## config.mk

```make
export PLATFORM = sky130hd
export DESIGN_NAME = key_event
export DESIGN_NICKNAME = d
export VERILOG_FILES = /design/src/rtl/key_event_pkg.sv /design/src/rtl/key_event_ch.sv /design/src/rtl/key_event.sv
export SDC_FILE = /design/constraint.sdc
export NUM_CORES = 1
export LEC_CHECK = 0
export CAP_MARGIN = 10
export CORE_UTILIZATION = 40
export DETAILED_ROUTE_END_ITERATION = 12
export PLACE_DENSITY = 0.67
export SYNTH_ARGS = -nofsm -noshare
export SYNTH_HDL_FRONTEND = slang
export SYNTH_SLANG_ARGS = --single-unit
```

## constraint.sdc

```tcl
create_clock -name sys_clk -period 2.5 [get_ports sys_clk]
set_input_delay 0.25 -clock sys_clk [delete_from_list [all_inputs] [get_ports sys_clk]]
set_output_delay 0.25 -clock sys_clk [all_outputs]
set_load 0.02 [all_outputs]
```

## src/rtl/key_event_pkg.sv

```systemverilog
// rtl/key_event_pkg.sv - shared state encoding and counter sizing for key_event
package key_event_pkg;

    typedef enum logic [1:0] {
        ST_IDLE     = 2'd0,
        ST_PRESS    = 2'd1,
        ST_HOLD     = 2'd2,
        ST_WAIT_LOW = 2'd3
    } key_state_t;

    // Counter must reach max(long, repeat)-1; never narrower than one bit.
    function automatic int cnt_width(input int long_cycles, input int repeat_cycles);
        int m;
        m = (long_cycles > repeat_cycles) ? long_cycles : repeat_cycles;
        return (m < 2) ? 1 : $clog2(m);
    endfunction

endpackage

```

## src/rtl/key_event_ch.sv

```systemverilog
// rtl/key_event_ch.sv - single button channel: press/release/long/repeat event FSM
module key_event_ch
    import key_event_pkg::*;
#(
    parameter int LONG_CYCLES   = 50_000_000,
    parameter int REPEAT_CYCLES = 10_000_000
) (
    input  logic sys_clk,
    input  logic sys_rst_n,
    input  logic key_in,
    input  logic clr,
    output logic press,
    output logic key_release,
    output logic long_press,
    output logic key_repeat,
    output logic held
);

    localparam int CW = cnt_width(LONG_CYCLES, REPEAT_CYCLES);

    key_state_t    state, state_d;
    logic [CW-1:0] cnt, cnt_d;
    logic          press_d, release_d, long_d, repeat_d, held_d;

    always_ff @(posedge sys_clk or negedge sys_rst_n) begin
        if (!sys_rst_n) begin
            state       <= ST_IDLE;
            cnt         <= '0;
            press       <= 1'b0;
            key_release <= 1'b0;
            long_press  <= 1'b0;
            key_repeat  <= 1'b0;
            held        <= 1'b0;
        end else begin
            state       <= state_d;
            cnt         <= cnt_d;
            press       <= press_d;
            key_release <= release_d;
            long_press  <= long_d;
            key_repeat  <= repeat_d;
            held        <= held_d;
        end
    end

    always_comb begin
        state_d   = state;
        cnt_d     = cnt;
        press_d   = 1'b0;
        release_d = 1'b0;
        long_d    = 1'b0;
        repeat_d  = 1'b0;
        if (clr) begin
            // A button already down at clear time must go low before it can press again.
            state_d = key_in ? ST_WAIT_LOW : ST_IDLE;
            cnt_d   = '0;
        end else begin
            unique case (state)
                ST_IDLE: begin
                    if (key_in) begin
                        state_d = ST_PRESS;
                        cnt_d   = '0;
                        press_d = 1'b1;
                    end
                end
                ST_PRESS: begin
                    if (!key_in) begin
                        state_d   = ST_IDLE;
                        cnt_d     = '0;
                        release_d = 1'b1;
                    end else if (cnt == CW'(LONG_CYCLES - 1)) begin
                        state_d = ST_HOLD;
                        cnt_d   = '0;
                        long_d  = 1'b1;
                    end else begin
                        cnt_d = cnt + 1'b1;
                    end
                end
                ST_HOLD: begin
                    if (!key_in) begin
                        state_d   = ST_IDLE;
                        cnt_d     = '0;
                        release_d = 1'b1;
                    end else if (cnt == CW'(REPEAT_CYCLES - 1)) begin
                        cnt_d    = '0;
                        repeat_d = 1'b1;
                    end else begin
                        cnt_d = cnt + 1'b1;
                    end
                end
                ST_WAIT_LOW: begin
                    if (!key_in) begin
                        state_d = ST_IDLE;
                        cnt_d   = '0;
                    end
                end
                default: begin
                    state_d = ST_IDLE;
                    cnt_d   = '0;
                end
            endcase
        end
        held_d = (state_d == ST_PRESS) || (state_d == ST_HOLD);
    end

endmodule

```

## src/rtl/key_event.sv

```systemverilog
// rtl/key_event.sv - WIDTH independent button event channels sharing one clear
module key_event
    import key_event_pkg::*;
#(
    parameter int WIDTH         = 1,
    parameter int LONG_CYCLES   = 50_000_000,
    parameter int REPEAT_CYCLES = 10_000_000
) (
    input  logic             sys_clk,
    input  logic             sys_rst_n,
    input  logic [WIDTH-1:0] key_in,
    input  logic             clr,
    output logic [WIDTH-1:0] press,
    output logic [WIDTH-1:0] key_release,
    output logic [WIDTH-1:0] long_press,
    output logic [WIDTH-1:0] key_repeat,
    output logic [WIDTH-1:0] held
);

    for (genvar i = 0; i < WIDTH; i++) begin : g_ch
        key_event_ch #(
            .LONG_CYCLES  (LONG_CYCLES),
            .REPEAT_CYCLES(REPEAT_CYCLES)
        ) u_ch (
            .sys_clk    (sys_clk),
            .sys_rst_n  (sys_rst_n),
            .key_in     (key_in[i]),
            .clr        (clr),
            .press      (press[i]),
            .key_release(key_release[i]),
            .long_press (long_press[i]),
            .key_repeat (key_repeat[i]),
            .held       (held[i])
        );
    end

endmodule

```

Word level (Yosys, flattened, before mapping):

Index checks and enable logic that the tools add are counted.

* logic and storage cells: 51
* flip-flop bits (word level): 33

* eq/ne operators: 9
* reductions and logical operators: 5
* $add $sub $neg: 1
* mux-type cells: 29

Operators with widths (number)
* 26-bit 2-to-1 mux: 7
* 26-bit one-hot mux with 4 select lines: 1
* 26-bit by 1-bit adder with 26-bit output (second input constant): 1
* 26-bit by 24-bit == test with 1-bit output (second input constant): 1
* 26-bit == test (second input constant): 1
* 1-bit 2-to-1 mux: 14
* 2-bit 2-to-1 mux: 6
* 2-bit == test (second input constant): 3
* 3-bit != test (second input constant): 2
* 2-bit one-hot mux with 3 select lines: 1
* 2-bit by 1-bit == test with 1-bit output (second input constant): 2
* 2-bit OR reduction: 2
* 2-bit zero test: 1
* 2-bit AND reduction: 1
* 1-bit logical OR: 1

Longest topological paths before layout:

* depth in word-level cells: 7
* mapped depth: 9
* depth with buffers taken out: 8

Worst setup path after synthesis:

No wires, ideal clock.

* kind: reg2reg
* start: register g_ch[0].u_ch.cnt[0]
* end: register g_ch[0].u_ch.cnt[1]
* arrival time: 2319 ps
* path buffers: 1
* stages on the path, launching flop included: 8
* library setup time: 121 ps
* clock period less this slack: 2440 ps
* setup slack: 60 ps
* cell sequence: dfrtp_1 > ha_1 > nand4_1 > or4_4 > o41ai_4 > a21oi_2 > buf_6 > a22o_1

* word-level cells in the longest chain between the ends: 5

Ends and longest elaborated chain
* start: declaration: line key_event_ch.sv:22 `logic [CW-1:0] cnt, cnt_d;`
* start signal: assignment: line key_event_ch.sv:36 `cnt <= cnt_d;`
* 26-bit by 1-bit adder with 26-bit output, or another cell as far along: line key_event_ch.sv:75, key_event_ch.sv:87
* 26-bit 2-to-1 mux (on tied branches): line key_event_ch.sv:83, key_event_ch.sv:70
* 26-bit 2-to-1 mux (on tied branches): line key_event_ch.sv:79, key_event_ch.sv:66
* 26-bit one-hot mux with 4 select lines *: line key_event_ch.sv:57 `unique case (state)`
* 26-bit 2-to-1 mux *: line key_event_ch.sv:52 `if (clr) begin`

Mark *: on every way between the ends. The rest lies on a longest branch, timed or not.
A chain may end at the register's enable or synchronous reset.

Final worst setup path:

* start: register g_ch[0].u_ch.cnt[8]
* end: register g_ch[0].u_ch.cnt[10]

Same word-level chain as after synthesis.

==> reports/metrics.cfg <==
[floorplanning]
dieHeight_um=72.3
start_util_pct=41.8
core_region_area_um2=4720
dieArea_um2=5220
ioPinCount=9
die_x_um=72.3
core.rowCount=25

[clock_network]
clk_latency_ps=290
cts_root_buffer=clkbuf_8
numCtsBuffers=5
htree_levels=2
cts_buffer_depth=2
hold_buffers=0
cts_tree=yes
clk_pin_slew_ps=70
cts_sinks=33

[routing]
routed.top_layer=met4
drtIter0Drc=267
ant_nets=0
viasPerCell=5.66
detail_route.wl_per_cell_um=15.7
drcViolationCount=0
drt_first_pass_iters=4
vias=1799
dr_wl_met3_um=173
met2RoutedLength_um=2300
wirelength_um=4990
m1WireLength_um=2460

[synth]
synth-adder-area-share_pct=3.80
yosysTopAreaCell=dfrtp_1
synth_top_family_by_area=simple AND/OR/NAND/NOR gates
synth.net_count=227
yosysSeqAreaShare_pct=41.8
netlist_area_um2=1980
ys_ff_latch=33
ys.warnings.count=0
ys_async_sr_fraction_pct=100
yosys.area_share.xor_xnor_pct=0.887
synth.most_common_cell=dfrtp_1
synth_common_cells=dfrtp_1, nand2_1, nand3_1, nor2_1, a21oi_1
synth-simple-area-share_pct=26.1
synth_compound_area_share_pct=21.0
syn_avg_cell_area_um2=9.10
synth-edff-count=0
synth_cells=217
synth_top_area_share_pct=41.8
synthFlopType=dfrtp_1
muxShareOfSynthArea_pct=2.09
yosysUniqueCellTypes=48
ys_top_cells_by_area=dfrtp_1, nand2_1, nand3_1

[placement]
place_congestion=0.842
port_buffers=8
pre_cts_ws_ps=-70.1
dpl.hpwl_um=3510
post-place-cells=308

[setup_path]
cp_data_arrival_time_ps=2710
crit_path_start_kind=flop
critical-path-slowest-cell=or4_1
path_class=reg -> reg
critPathTopFamily=simple AND/OR/NAND/NOR gates
cp_num_buf_inv=2
worstPathCellList=or4_1 > or4_4 > o41ai_4 > buf_4 > a21oi_4 > buf_6 > a31oi_4 > a31oi_1
required_ps=2660
slowest_delay_ps=550
crit_fanout=10
endpoint_kind=flop

[grt]
antenna_found_initial=0
grt_max_degree=34
grt_pass1_wl_um=8510
grt-ovfl-total=0
grt_usage_pct=21.1
grt_pass1_vias=1746

[hold_path]
hp-class=in -> async

[sta]
relSlewSlack_pct=58.6
min_period_ps=2550
setup_violations=13
finalCritPeriodShare_pct=102
holdWs_ps=352
max_freq_ghz=0.393
tns_ps=-227
hold_viol=0
rsz0062_at_grt=true
tightest_slew_ps=618
slew_viol_final=0
fin_skew_ps=7.30
fin_ws_ps=-47.8

[power_and_ir_drop]
seq_power_share_pct=40.5
power-per-cell-area_nw_per_um2=547
clkPwrFrac_pct=43.9
combPwrFrac_pct=15.6
power_leakage_nw=1.02
finalPower_mw=1.36
p_switching_mw=0.333
ir_drop_v=0.000253
switching_share_pct=24.4
p_int_mw=1.03

[layout]
final_cell_count_no_fill=318
antenna_cells=0
syn_to_final_growth_pct=26.1
num-fill-cells=414
multi_input_area_um2=1120
regArea_um2=826
fin_nets=260
drive_above_1_share_pct=23.1

[flow_run]
max_cap_viol_count=0

[run_status]
status=finished, violations left
violations=negative setup slack

## registers in the layout, summed over array words and instances (netlist names)
name / flops
g_ch.u_ch.key_repeat: 1
g_ch.u_ch.key_release: 1
g_ch.u_ch.cnt: 26
g_ch.u_ch.state: 2
g_ch.u_ch.long_press: 1
g_ch.u_ch.press: 1
g_ch.u_ch.held: 1
## power by group through the flow
stage	Sequential, mW	Combinational [mW]	Clock (mW)
5_1_grt	0.552	0.231	0.635
3_3_place_gp	0.562	0.190	0
2_1_floorplan	0.569	0.116	0
6_report	0.552	0.212	0.599
3_5_place_dp	0.562	0.193	0
4_1_cts	0.551	0.200	0.609
## through the flow
step	instance area (µm²)	utilization, %
after detailed placement	2270	48.0
after floorplan	1980	-
final	2490	52.7
after CTS	2420	51.2
after global routing	2490	52.7
after global placement	2270	48.0
## worst reg2reg max path, cell delays in order (launching register included)
cell     delay (ps)
dfrtp_1         400
or4_1           550
or4_4           460
o41ai_4         340
buf_4           190
a21oi_4          90
buf_6           170
a31oi_4         150
a31oi_1          70
## layout by cell type (no fill, tap or decap), types with 3 or more instances in the layout
cell	instances
nand3_1	17
a21oi_2	9
inv_1	9
nand2_1	27
o21ai_0	8
a21oi_1	8
nor2_1	14
clkbuf_8	5
clkdlybuf4s50_1	8
dfrtp_1	33
nand4_1	7
and4_1	4
and3_1	3
buf_4	22
a22o_1	3
and2_1	4
buf_6	4
ha_1	6
a31oi_1	11
or2_2	3
mux2i_1	3
## kinds of logic after synthesis
family,after synthesis
and+or+nand+nor,96
AOI/OAI and AO/OA,59
DFF,33
buffers and inverters,17
adders and majority gates,6
muxes,4
xor gates and xnor gates,2
## per-layer routing
metal	vias up	global-route usage (%)
met1	879	30.5
met3	6	4.72
met5	-	0
li1	876	-
met2	38	31.5
met4	0	6.54
## final cells by class
cell class,instances,area share [%]
multi-input cells,167,45.1
clock inverters,3,2.61
clock buffers,5,2.76
well taps,67,3.37
inverters,9,1.36
flip-flops and latches,33,33.1
repair buffers,34,11.7
## final timing paths
check / startpoint / to / slack [ps] / cells after the start
setup / recovery: g_ch[0].u_ch.cnt[8]$_DFFE_PN0P_ / g_ch[0].u_ch.cnt[10]$_DFFE_PN0P_ / -50 / 8
hold / removal: sys_rst_n / g_ch[0].u_ch.cnt[4]$_DFFE_PN0P_ / 350 / 2
setup reg to reg: g_ch[0].u_ch.cnt[8]$_DFFE_PN0P_ / g_ch[0].u_ch.cnt[10]$_DFFE_PN0P_ / -50 / 8
hold reg to reg: g_ch[0].u_ch.cnt[24]$_DFFE_PN0P_ / g_ch[0].u_ch.cnt[24]$_DFFE_PN0P_ / 520 / 1
max in group asynchronous: sys_rst_n / g_ch[0].u_ch.cnt[12]$_DFFE_PN0P_ / 1840 / 2
min in group sys_clk: g_ch[0].u_ch.cnt[24]$_DFFE_PN0P_ / g_ch[0].u_ch.cnt[24]$_DFFE_PN0P_ / 520 / 1
## timing repair
item | CTS | global route
setup buffers | 0 | 2
pin swaps | 1 | 2
gates cloned | 0 | 0
setup endpoints to repair | 20 | 21
gates resized for setup | 2 | 14
No activity file was read; power rests on OpenSTA's default activity.
==> variant, RTL diff (config.mk and constraints unchanged) <==
`LONG_CYCLES` is set to 50_000_000 in 2 places; all go to 25_000_000.
--- a/src/rtl/key_event_ch.sv
+++ b/src/rtl/key_event_ch.sv
@@ -4,3 +4,3 @@
 #(
-    parameter int LONG_CYCLES   = 50_000_000,
+    parameter int LONG_CYCLES   = 25_000_000,
     parameter int REPEAT_CYCLES = 10_000_000
--- a/src/rtl/key_event.sv
+++ b/src/rtl/key_event.sv
@@ -5,3 +5,3 @@
     parameter int WIDTH         = 1,
-    parameter int LONG_CYCLES   = 50_000_000,
+    parameter int LONG_CYCLES   = 25_000_000,
     parameter int REPEAT_CYCLES = 10_000_000
Function: same outputs for any inputs over 10 cycles, from zero or initial values and one cycle with sys_rst_n low; that may be too few to reach the edited logic, so the function may still have changed.
==> variant against the unedited design <==
Setup slack improved by 0.22 ns. Area after synthesis fell by 5.1%. Routed wire length shrank 18%. Sequential cell count is 1 lower. Cell area shrank 12%. Die area down 4.9%. Core utilization down 3.6 points. Maximum frequency up 9.6%. Power decreased by 19%. Clock power shrank 30%. Worst hold slack improved by 0.012 ns. Critical path type unchanged. Critical endpoint is now g_ch[0].u_ch.cnt[24]$_DFFE_PN0P_. Largest cell class unchanged. Largest power group is now sequential cells.
==> variant: results (changes against the unedited design) <==
Finish
  • Share of cells above drive strength 1: 0.1304 (was 0.2311)
  • Fillcell total: 443 (was 414)
  • Nets: 239 (was 260)
  • Largest regs: g_ch.u_ch.cnt: 25 flops, g_ch.u_ch.state: 2 flops (was g_ch.u_ch.cnt: 26 flops, g_ch.u_ch.state: 2 flops)

GRT
  • GRT Util Overall: 0.1845 (was 0.2111)
  • First-pass GRT wire length: 6996 um (was 8507 um)
  • Pin count of the biggest net entering global routing: 33 (was 34)
  • Vias in the first global route: 1518 (was 1746)

Timing
  • Fin crit period: 2.324 ns (was 2.548 ns)
  • Worst Skew: 0.006194 ns (was 0.007300 ns)
  • Slew headroom: 0.7193 (was 0.5863)

Place
  • Setup Slack @ Placement: -0.04094 ns (was -0.07014 ns)
  • Gpl congestion: 0.7977 (was 0.8419)
  • Placed Cells: 274 (was 308)
  • DP HPWL: 2899 um (was 3507 um)

Setup path
  • Max FO, Critical Path: 13 (was 10)
  • Crit path capture: g_ch[0].u_ch.cnt[24]$_DFFE_PN0P_ (was g_ch[0].u_ch.cnt[10]$_DFFE_PN0P_)
  • WP data arrival: 2.50 ns (was 2.71 ns)
  • Register-to-Register Path Depth: 6 (was 8)

CTS
  • H-tree level count: 2 (unchanged)
  • Clock root buffer: clkbuf_8 (unchanged)

Synth
  • Distinct cell type count after synthesis: 45 (was 48)
  • Synthesized netlist cell count: 213 (was 217)
  • Register area share after synthesis: 0.4270 (was 0.4180)
  • Synthesized net count: 223 (was 227)
  • Area contributors post-synth: dfrtp_1, nand2_1, nand3_1 (unchanged)
  • Synth top cells by count: dfrtp_1, nand2_1, nor2_1 (was dfrtp_1, nand2_1, nand3_1)

Power
  • Worst VDD drop: 0.2937 mV (was 0.2529 mV)
  • Leakage: 0.0008853 uW (was 0.001025 uW)

Outcome
  • Status: completed (was finished, violations left)

Detailed routing
  • Via count: 1616 (was 1799)
  • First-pass iteration count of the detailed router: 4 (unchanged)
  • Total wire length: 4078 um (was 4993 um)
  • 1st-iter DRT viols: 122 (was 267)
variant: repair_timing:
item | 4_1_cts | 5_1_grt
buffers inserted | 0 | 0
endpoints found under the hold margin | 0 | 0
pin swaps | 0 | 0
gates resized for setup | 1 | 4
endpoints found under the setup margin | 8 | 21
variant: through the flow:
stage          TNS [ns]  instance area, um2
3_5_place_dp   -0.07360                2066
3_3_place_gp          0                2066
2_1_floorplan         0                1876
5_1_grt        -0.05992                2185
4_1_cts               0                2161
6_report              0                2185
variant: cell type report:
| type | count | area share |
|---|---|---|
| Multi-Input combinational cell | 160 | 0.4696 |
| Sequential cell | 32 | 0.3666 |
| Timing Repair Buffer | 18 | 0.07102 |
| Clock buffer | 6 | 0.03780 |
| Tap cell | 52 | 0.02978 |
| Inverter | 12 | 0.02062 |
| Clock inverter | 2 | 0.004582 |
variant: cell families (layout without fill, tap and decap cells):
logic type / Yosys count / in the layout / synth area share
xor+xnor: 3 / 3 / 0.01401
buf+inv: 21 / 38 / 0.04336
compound gates: 42 / 42 / 0.1434
flops: 32 / 32 / 0.4270
fa+ha+maj: 6 / 6 / 0.04003
mux: 6 / 6 / 0.03402
simple gates: 103 / 103 / 0.2982
variant: worst max-delay path, cell delays in order, from the launching register on:
cell	delay, ns
dfrtp_1	0.42
nor4b_1	0.41
nand4_1	0.25
nor3_1	0.44
o22ai_4	0.21
and3_1	0.21
a211o_1	0.26
variant: worst min path at each step:
stage / startpoint / to / slack [ns] / depth (start not counted)
floorplan: sys_rst_n / g_ch[0].u_ch.cnt[0]$_DFFE_PN0P_ / -0.05 / 0
CTS: sys_rst_n / g_ch[0].u_ch.long_press$_DFF_PN0_ / 0.38 / 2
detailed placement: g_ch[0].u_ch.cnt[1]$_DFFE_PN0P_ / g_ch[0].u_ch.cnt[1]$_DFFE_PN0P_ / 0.52 / 2
global route: sys_rst_n / g_ch[0].u_ch.cnt[6]$_DFFE_PN0P_ / 0.44 / 2
global placement: g_ch[0].u_ch.cnt[1]$_DFFE_PN0P_ / g_ch[0].u_ch.cnt[1]$_DFFE_PN0P_ / 0.50 / 2
finish: sys_rst_n / g_ch[0].u_ch.cnt[18]$_DFFE_PN0P_ / 0.36 / 2
variant: report_power, final:
| group | total, uW | leakage [uW] | internal, uW | switching, uW |
|---|---|---|---|---|
| Sequential | 536 | 0.000442 | 529 | 7.70 |
| Combinational | 146 | 0.000393 | 55.8 | 89.7 |
| Clock | 417 | 0.0000510 | 220 | 198 |
variant: per-layer routing:
metal	global-route usage	routed length, um	share of wire
met2	0.2632	1875	0.46
met5	0	0	0
met1	0.2603	1969	0.48
met3	0.04040	151	0.037
met4	0.09524	81	0.020
